$ cat src/rtl/score_pkg.sv
// rtl/score_pkg.sv - shared state type, default sizing and pointer helper for the score sequencer
package score_pkg;

    localparam int SCORE_NUM_REQ = 4;
    localparam int SCORE_VAL_W   = 4;

    typedef enum logic [1:0] {
        IDLE  = 2'd0,
        ISSUE = 2'd1,
        HALT  = 2'd2
    } seq_state_t;

    function automatic int rr_next(input int idx, input int n);
        return (idx + 1 >= n) ? 0 : idx + 1;
    endfunction

endpackage

$ cat src/rtl/score_sequencer_if.sv
// rtl/score_sequencer_if.sv - scoring event request/ack bundle between point sources and the sequencer
interface score_sequencer_if
    import score_pkg::*;
#(
    parameter int NUM_REQ = SCORE_NUM_REQ,
    parameter int VAL_W   = SCORE_VAL_W
);

    logic [NUM_REQ-1:0]            req;
    logic [NUM_REQ-1:0][VAL_W-1:0] value;
    logic [NUM_REQ-1:0]            ack;

    modport master (output req, output value, input ack);
    modport slave  (input req, input value, output ack);

endinterface

$ cat src/rtl/rr_arbiter.sv
// rtl/rr_arbiter.sv - combinational round-robin pick: first set request at or above the pointer, with wrap
module rr_arbiter #(
    parameter int NUM_REQ = 4,
    parameter int IDX_W   = $clog2(NUM_REQ)
) (
    input  logic [NUM_REQ-1:0] req,
    input  logic [IDX_W-1:0]   rr_ptr,
    input  logic               en,
    output logic [NUM_REQ-1:0] gnt,
    output logic [IDX_W-1:0]   gnt_idx
);

    logic w_found;

    always_comb begin
        gnt     = '0;
        gnt_idx = '0;
        w_found = 1'b0;
        for (int i = 0; i < NUM_REQ; i++) begin
            int k;
            k = int'(rr_ptr) + i;
            if (k >= NUM_REQ) begin
                k = k - NUM_REQ;
            end
            if (en && !w_found && req[k]) begin
                w_found = 1'b1;
                gnt[k]  = 1'b1;
                gnt_idx = IDX_W'(k);
            end
        end
    end

endmodule

$ cat src/rtl/score_sequencer.sv
// rtl/score_sequencer.sv - shares the score counter between point sources, expanding each event into a strobe burst
module score_sequencer
    import score_pkg::*;
#(
    parameter int NUM_REQ = SCORE_NUM_REQ,
    parameter int VAL_W   = SCORE_VAL_W
) (
    input  logic                       clk,
    input  logic                       reset,
    score_sequencer_if.slave           req_if,
    input  logic                       freeze,
    input  logic                       won,
    output logic                       score_update,
    output logic                       busy,
    output logic                       halted,
    output logic [$clog2(NUM_REQ)-1:0] grant_id
);

    localparam int ID_W = $clog2(NUM_REQ);

    seq_state_t         r_state;
    seq_state_t         w_state_nxt;
    logic [VAL_W-1:0]   r_remaining;
    logic [VAL_W-1:0]   w_remaining_nxt;
    logic [ID_W-1:0]    r_rr_ptr;
    logic [ID_W-1:0]    w_rr_ptr_nxt;
    logic [ID_W-1:0]    r_grant_id;
    logic [ID_W-1:0]    w_grant_id_nxt;
    logic [NUM_REQ-1:0] w_gnt;
    logic [ID_W-1:0]    w_gnt_idx;
    logic               w_arb_en;

    // Grants only in IDLE; won and freeze outrank a request, and reset masks the
    // combinational ack so every output is quiet while reset is held.
    assign w_arb_en = (r_state == IDLE) && !won && !freeze && !reset;

    rr_arbiter #(
        .NUM_REQ (NUM_REQ),
        .IDX_W   (ID_W)
    ) u_rr_arbiter (
        .req     (req_if.req),
        .rr_ptr  (r_rr_ptr),
        .en      (w_arb_en),
        .gnt     (w_gnt),
        .gnt_idx (w_gnt_idx)
    );

    always_ff @(posedge clk or posedge reset) begin
        if (reset) begin
            r_state     <= IDLE;
            r_remaining <= '0;
            r_rr_ptr    <= '0;
            r_grant_id  <= '0;
        end else begin
            r_state     <= w_state_nxt;
            r_remaining <= w_remaining_nxt;
            r_rr_ptr    <= w_rr_ptr_nxt;
            r_grant_id  <= w_grant_id_nxt;
        end
    end

    always_comb begin
        w_state_nxt     = r_state;
        w_remaining_nxt = r_remaining;
        w_rr_ptr_nxt    = r_rr_ptr;
        w_grant_id_nxt  = r_grant_id;
        req_if.ack      = '0;
        score_update    = 1'b0;

        case (r_state)
            IDLE: begin
                if (won) begin
                    w_state_nxt = HALT;
                end else if (|w_gnt) begin
                    req_if.ack      = w_gnt;
                    w_remaining_nxt = req_if.value[w_gnt_idx];
                    w_grant_id_nxt  = w_gnt_idx;
                    w_rr_ptr_nxt    = ID_W'(rr_next(int'(w_gnt_idx), NUM_REQ));
                    // A zero-point event is consumed in place and leaves IDLE free next cycle.
                    if (req_if.value[w_gnt_idx] != '0) begin
                        w_state_nxt = ISSUE;
                    end
                end
            end

            ISSUE: begin
                if (won) begin
                    w_state_nxt = HALT;
                end else if (!freeze) begin
                    score_update    = 1'b1;
                    w_remaining_nxt = r_remaining - VAL_W'(1);
                    if (r_remaining == VAL_W'(1)) begin
                        w_state_nxt = IDLE;
                    end
                end
            end

            HALT: begin
                w_state_nxt = HALT;
            end

            default: begin
                w_state_nxt = IDLE;
            end
        endcase
    end

    assign busy     = (r_state == ISSUE);
    assign halted   = (r_state == HALT);
    assign grant_id = r_grant_id;

endmodule

$ cat src/flat_wrapper.sv
// flat-port wrapper written by rule: the top's interface ports become plain ports
module score_sequencer_flat import score_pkg::*;
#(
    parameter int NUM_REQ = SCORE_NUM_REQ,
    parameter int VAL_W   = SCORE_VAL_W
)
  (clk, reset, freeze, won, score_update, busy, halted, grant_id, req_if_req, req_if_value, req_if_ack);
  score_sequencer_if #(.NUM_REQ(NUM_REQ), .VAL_W(VAL_W)) req_if_i ();
  input  logic clk;
  input  logic reset;
  input  logic freeze;
  input  logic won;
  output logic score_update;
  output logic busy;
  output logic halted;
  output logic [$clog2(NUM_REQ)-1:0] grant_id;
  input wire logic [$bits(req_if_i.req)-1:0] req_if_req;
  input wire logic [$bits(req_if_i.value)-1:0] req_if_value;
  output wire logic [$bits(req_if_i.ack)-1:0] req_if_ack;
  assign req_if_i.req = req_if_req;
  assign req_if_i.value = req_if_value;
  assign req_if_ack = req_if_i.ack;
  score_sequencer #(.NUM_REQ(NUM_REQ), .VAL_W(VAL_W)) u_core (.clk(clk), .reset(reset), .req_if(req_if_i), .freeze(freeze), .won(won), .score_update(score_update), .busy(busy), .halted(halted), .grant_id(grant_id));
endmodule
$ cat config.mk
export PLATFORM = sky130hd
export DESIGN_NAME = score_sequencer_flat
export DESIGN_NICKNAME = d
export VERILOG_FILES = /design/src/rtl/score_pkg.sv /design/src/rtl/score_sequencer_if.sv /design/src/rtl/rr_arbiter.sv /design/src/rtl/score_sequencer.sv /design/src/flat_wrapper.sv
export SDC_FILE = /design/constraint.sdc
export NUM_CORES = 1
export LEC_CHECK = 0
export ABC_AREA = 1
export BUFFER_PORTS_ARGS = -buffer_cell sky130_fd_sc_hd__buf_2
export CAP_MARGIN = 20
export CORE_UTILIZATION = 49
export CTS_BUF_LIST = sky130_fd_sc_hd__clkbuf_4 sky130_fd_sc_hd__clkbuf_8
export CTS_CLUSTER_DIAMETER = 40
export DETAILED_ROUTE_END_ITERATION = 6
export PLACE_DENSITY = 0.88
export SLEW_MARGIN = 20
export SYNTH_ARGS = -nofsm -noshare
export SYNTH_HDL_FRONTEND = slang
export SYNTH_HIERARCHICAL = 1
export SYNTH_SLANG_ARGS = --single-unit
$ cat constraint.sdc
create_clock -name clk -period 2.6 [get_ports clk]
set_input_delay 0.65 -clock clk [delete_from_list [all_inputs] [get_ports clk]]
set_output_delay 0.65 -clock clk [all_outputs]
set_load 0.005 [all_outputs]
==> summary.txt <==
CP Capture Type: primary output
Clock buffer count from CTS: 3
DRT Pass-1 Iters: 4
Vert. Die Dim: 52.99 um
Grt ovf: 0
Hold Vio Cnt, Final: 0
Unrepaired setup endpoints after global routing: yes
DP Wirelength: 2426 um
Most frequent cells in the layout: nand2_1 (52), buf_2 (32), nand3_1 (23), buf_4 (23), inv_2 (13)
Die area: 2807 um2
Initial Utilization: 0.5141
WL/cell: 13.20 um
Post-Route WL: 3776 um
Die X: 52.99 um
Final non-filler cell total: 286
All-layer global routing usage: 0.2409
Antenna Nets Post-Route: 0
Vias: 1529
Min Hold Slack: 0.3990 ns
Max Slew Vio Count: 0
Post-Synthesis Cells: 197
Fin area: 1785 um2
Vias in the first global route: 1341
Post-route core utilization: 0.7207
DRT iter0 DRCs: 59
Setup_tns: -0.1646 ns
CP max FO: 5
Clk buf depth: 2
FILL cells: 210
Rows: 18
Arr. time, crit path: 2.01 ns
CP Class: reg -> out
Layout cells sized above 1: 0.4648
# IOs: 33
Via-to-Cell Ratio: 5.346
P per Cell Area: 373.1 nW/um2
Placed Cells: 273
Max Fclk: 0.3764 GHz
Initial antenna violation count: 0
Number of max-cap violations: 0
Synthesized cell area: 1274 um2
Htree depth: 1
Global-route wire length before repair: 5126 um
Number of synthesized flops with an enable pin: 0
Min cycle time layout: 2.656 ns
Status: finished, violations left
# diodes: 0
Synth area leaders: dfrtp_1 (20%), nand2_1 (17%), nand3_1 (13%)
Clk Latency, worst-skew pair: 0.25 ns
VDD IR-drop max: 0.0003246 V
Placed instance area: 1569 um2
Clock root buffer: clkbuf_4
Synth warn: 6
Hold Crit Class: in -> async
Least-Margin Pin Slew: 0.3869 ns
Register area: 250.2 um2
CTS sink cnt: 10
Top cell type's share of synthesized area: 0.1965
Largest net degree at the start of global routing: 12
Tcrit/Tclk final: 1.022
Top FF cell, synth: dfrtp_1
Remaining DRCs: 0
Worst Slack Setup Final: -0.05644 ns
Multi-input gate area: 999.7 um2
GP Congestion: 0.8830
CP required: 1.95 ns
Syn_nets: 231
CP Launch Type: flip-flop
Failing checks: setup timing
Reg clk slew, reported paths: 0.06 ns
Area Growth Syn to Fin: 40.18%
Nets: 292
Leakage power: 0.9595 nW
Ys async rst share: 1.000
Slew margin rel.: 0.7418
Seq/Total Area, Yosys: 0.1965
Largest area contributor in the netlist: dfrtp_1
Most common cell after layout, fill and taps aside: nand2_1
Syn Area/Cell: 6.466 um2
Unique masters post-synth: 28
Port Buffers: 32
Post-Route Skew: 0.001249 ns
Core Area: 2477 um2
Synth Register Bits: 10
CTS tree: done
Final setup violation count: 4
==> timing repair <==
| item | CTS | global route |
|---|---|---|
| setup endpoints to repair | 4 | 8 |
| setup buffers | 3 | 6 |
| resized for setup | 4 | 34 |
| hold buffers | 0 | 0 |
| pin swaps | 1 | 24 |
| cloned | 1 | 0 |
==> area by class of cell <==
type	instances	area share
well taps	30	0.02102
clock buffers	3	0.01261
multi-input cells	158	0.5599
inverters	27	0.06097
repair buffers	58	0.2053
flip-flops and latches	10	0.1402
==> routing by layer <==
layer	vias up	wire [um]	global-route usage
met1	697	1597	0.2825
met2	64	1950	0.4388
li1	760	-	-
met5	-	0	0
met3	8	194	0.04023
met4	0	33	0.07456
==> sequential cells by signal, summed over array words and instances (netlist names) <==
signal and flops:
u_core/r_rr_ptr 2, u_core/r_state 2, u_core/grant_id 2, u_core/r_remaining 4
==> critical path, stage by stage, from the launching register on <==
cell     delay, ns
dfrtp_1       0.39
inv_2         0.10
nand2_4       0.06
nor2_4        0.12
inv_2         0.06
nor3_4        0.21
buf_6         0.14
nand2_4       0.07
nor2_4        0.14
nand3_1       0.11
nand3_1       0.10
inv_1         0.06
nor2_1        0.07
buf_2         0.11
==> per-stage QoR <==
stage               power, mW  worst slack (ns)
finish                 0.6662          -0.05644
floorplan              0.4352           0.04378
global placement       0.5130          -0.03497
CTS                    0.6317         0.0003557
global route           0.7114           -0.2158
detailed placement     0.5205           -0.1495
==> worst paths after layout <==
kind	cells after the start	slack (ns)	startpoint	end
min	2	0.40	reset	u_core/r_state[0]$_DFFE_PP0P_
min in group clk	2	0.52	u_core/r_remaining[3]$_DFFE_PP0P_	u_core/r_remaining[3]$_DFFE_PP0P_
max reg2reg	17	0.08	u_core/r_rr_ptr[0]$_DFFE_PP0P_	u_core/r_remaining[3]$_DFFE_PP0P_
max in group asynchronous	2	1.93	reset	u_core/r_rr_ptr[1]$_DFFE_PP0P_
max	13	-0.06	u_core/r_state[0]$_DFFE_PP0P_	req_if_ack[3]
min reg2reg	2	0.52	u_core/r_remaining[3]$_DFFE_PP0P_	u_core/r_remaining[3]$_DFFE_PP0P_
==> cell usage after synthesis (2+ instances only) <==
| master | count |
|---|---|
| nor2_1 | 13 |
| nand3_1 | 33 |
| inv_2 | 6 |
| nand2_2 | 7 |
| nand4_1 | 5 |
| nand2_4 | 2 |
| ha_1 | 10 |
| o21ai_2 | 2 |
| buf_6 | 2 |
| inv_4 | 2 |
| inv_1 | 19 |
| nand3_2 | 3 |
| dfrtp_1 | 10 |
| nor2_4 | 4 |
| o21ai_0 | 6 |
| nand2_1 | 59 |
| nor3_1 | 3 |
==> report_power, final <==
| group | internal (mW) | switching [mW] |
|---|---|---|
| Clock | 0.0532 | 0.0469 |
| Combinational | 0.133 | 0.203 |
| Sequential | 0.191 | 0.0396 |
| Total | 0.377 | 0.290 |
==> kinds of logic after synthesis <==
kind of cell / count (synthesis) / synth area share
compound gates: 12 / 0.05697
xor+xnor: 1 / 0.006877
fa+ha+maj: 10 / 0.09823
buf+inv: 30 / 0.1071
flops: 10 / 0.1965
mux: 1 / 0.01178
simple gates: 133 / 0.5226
Power figures use the tool's default switching activity.
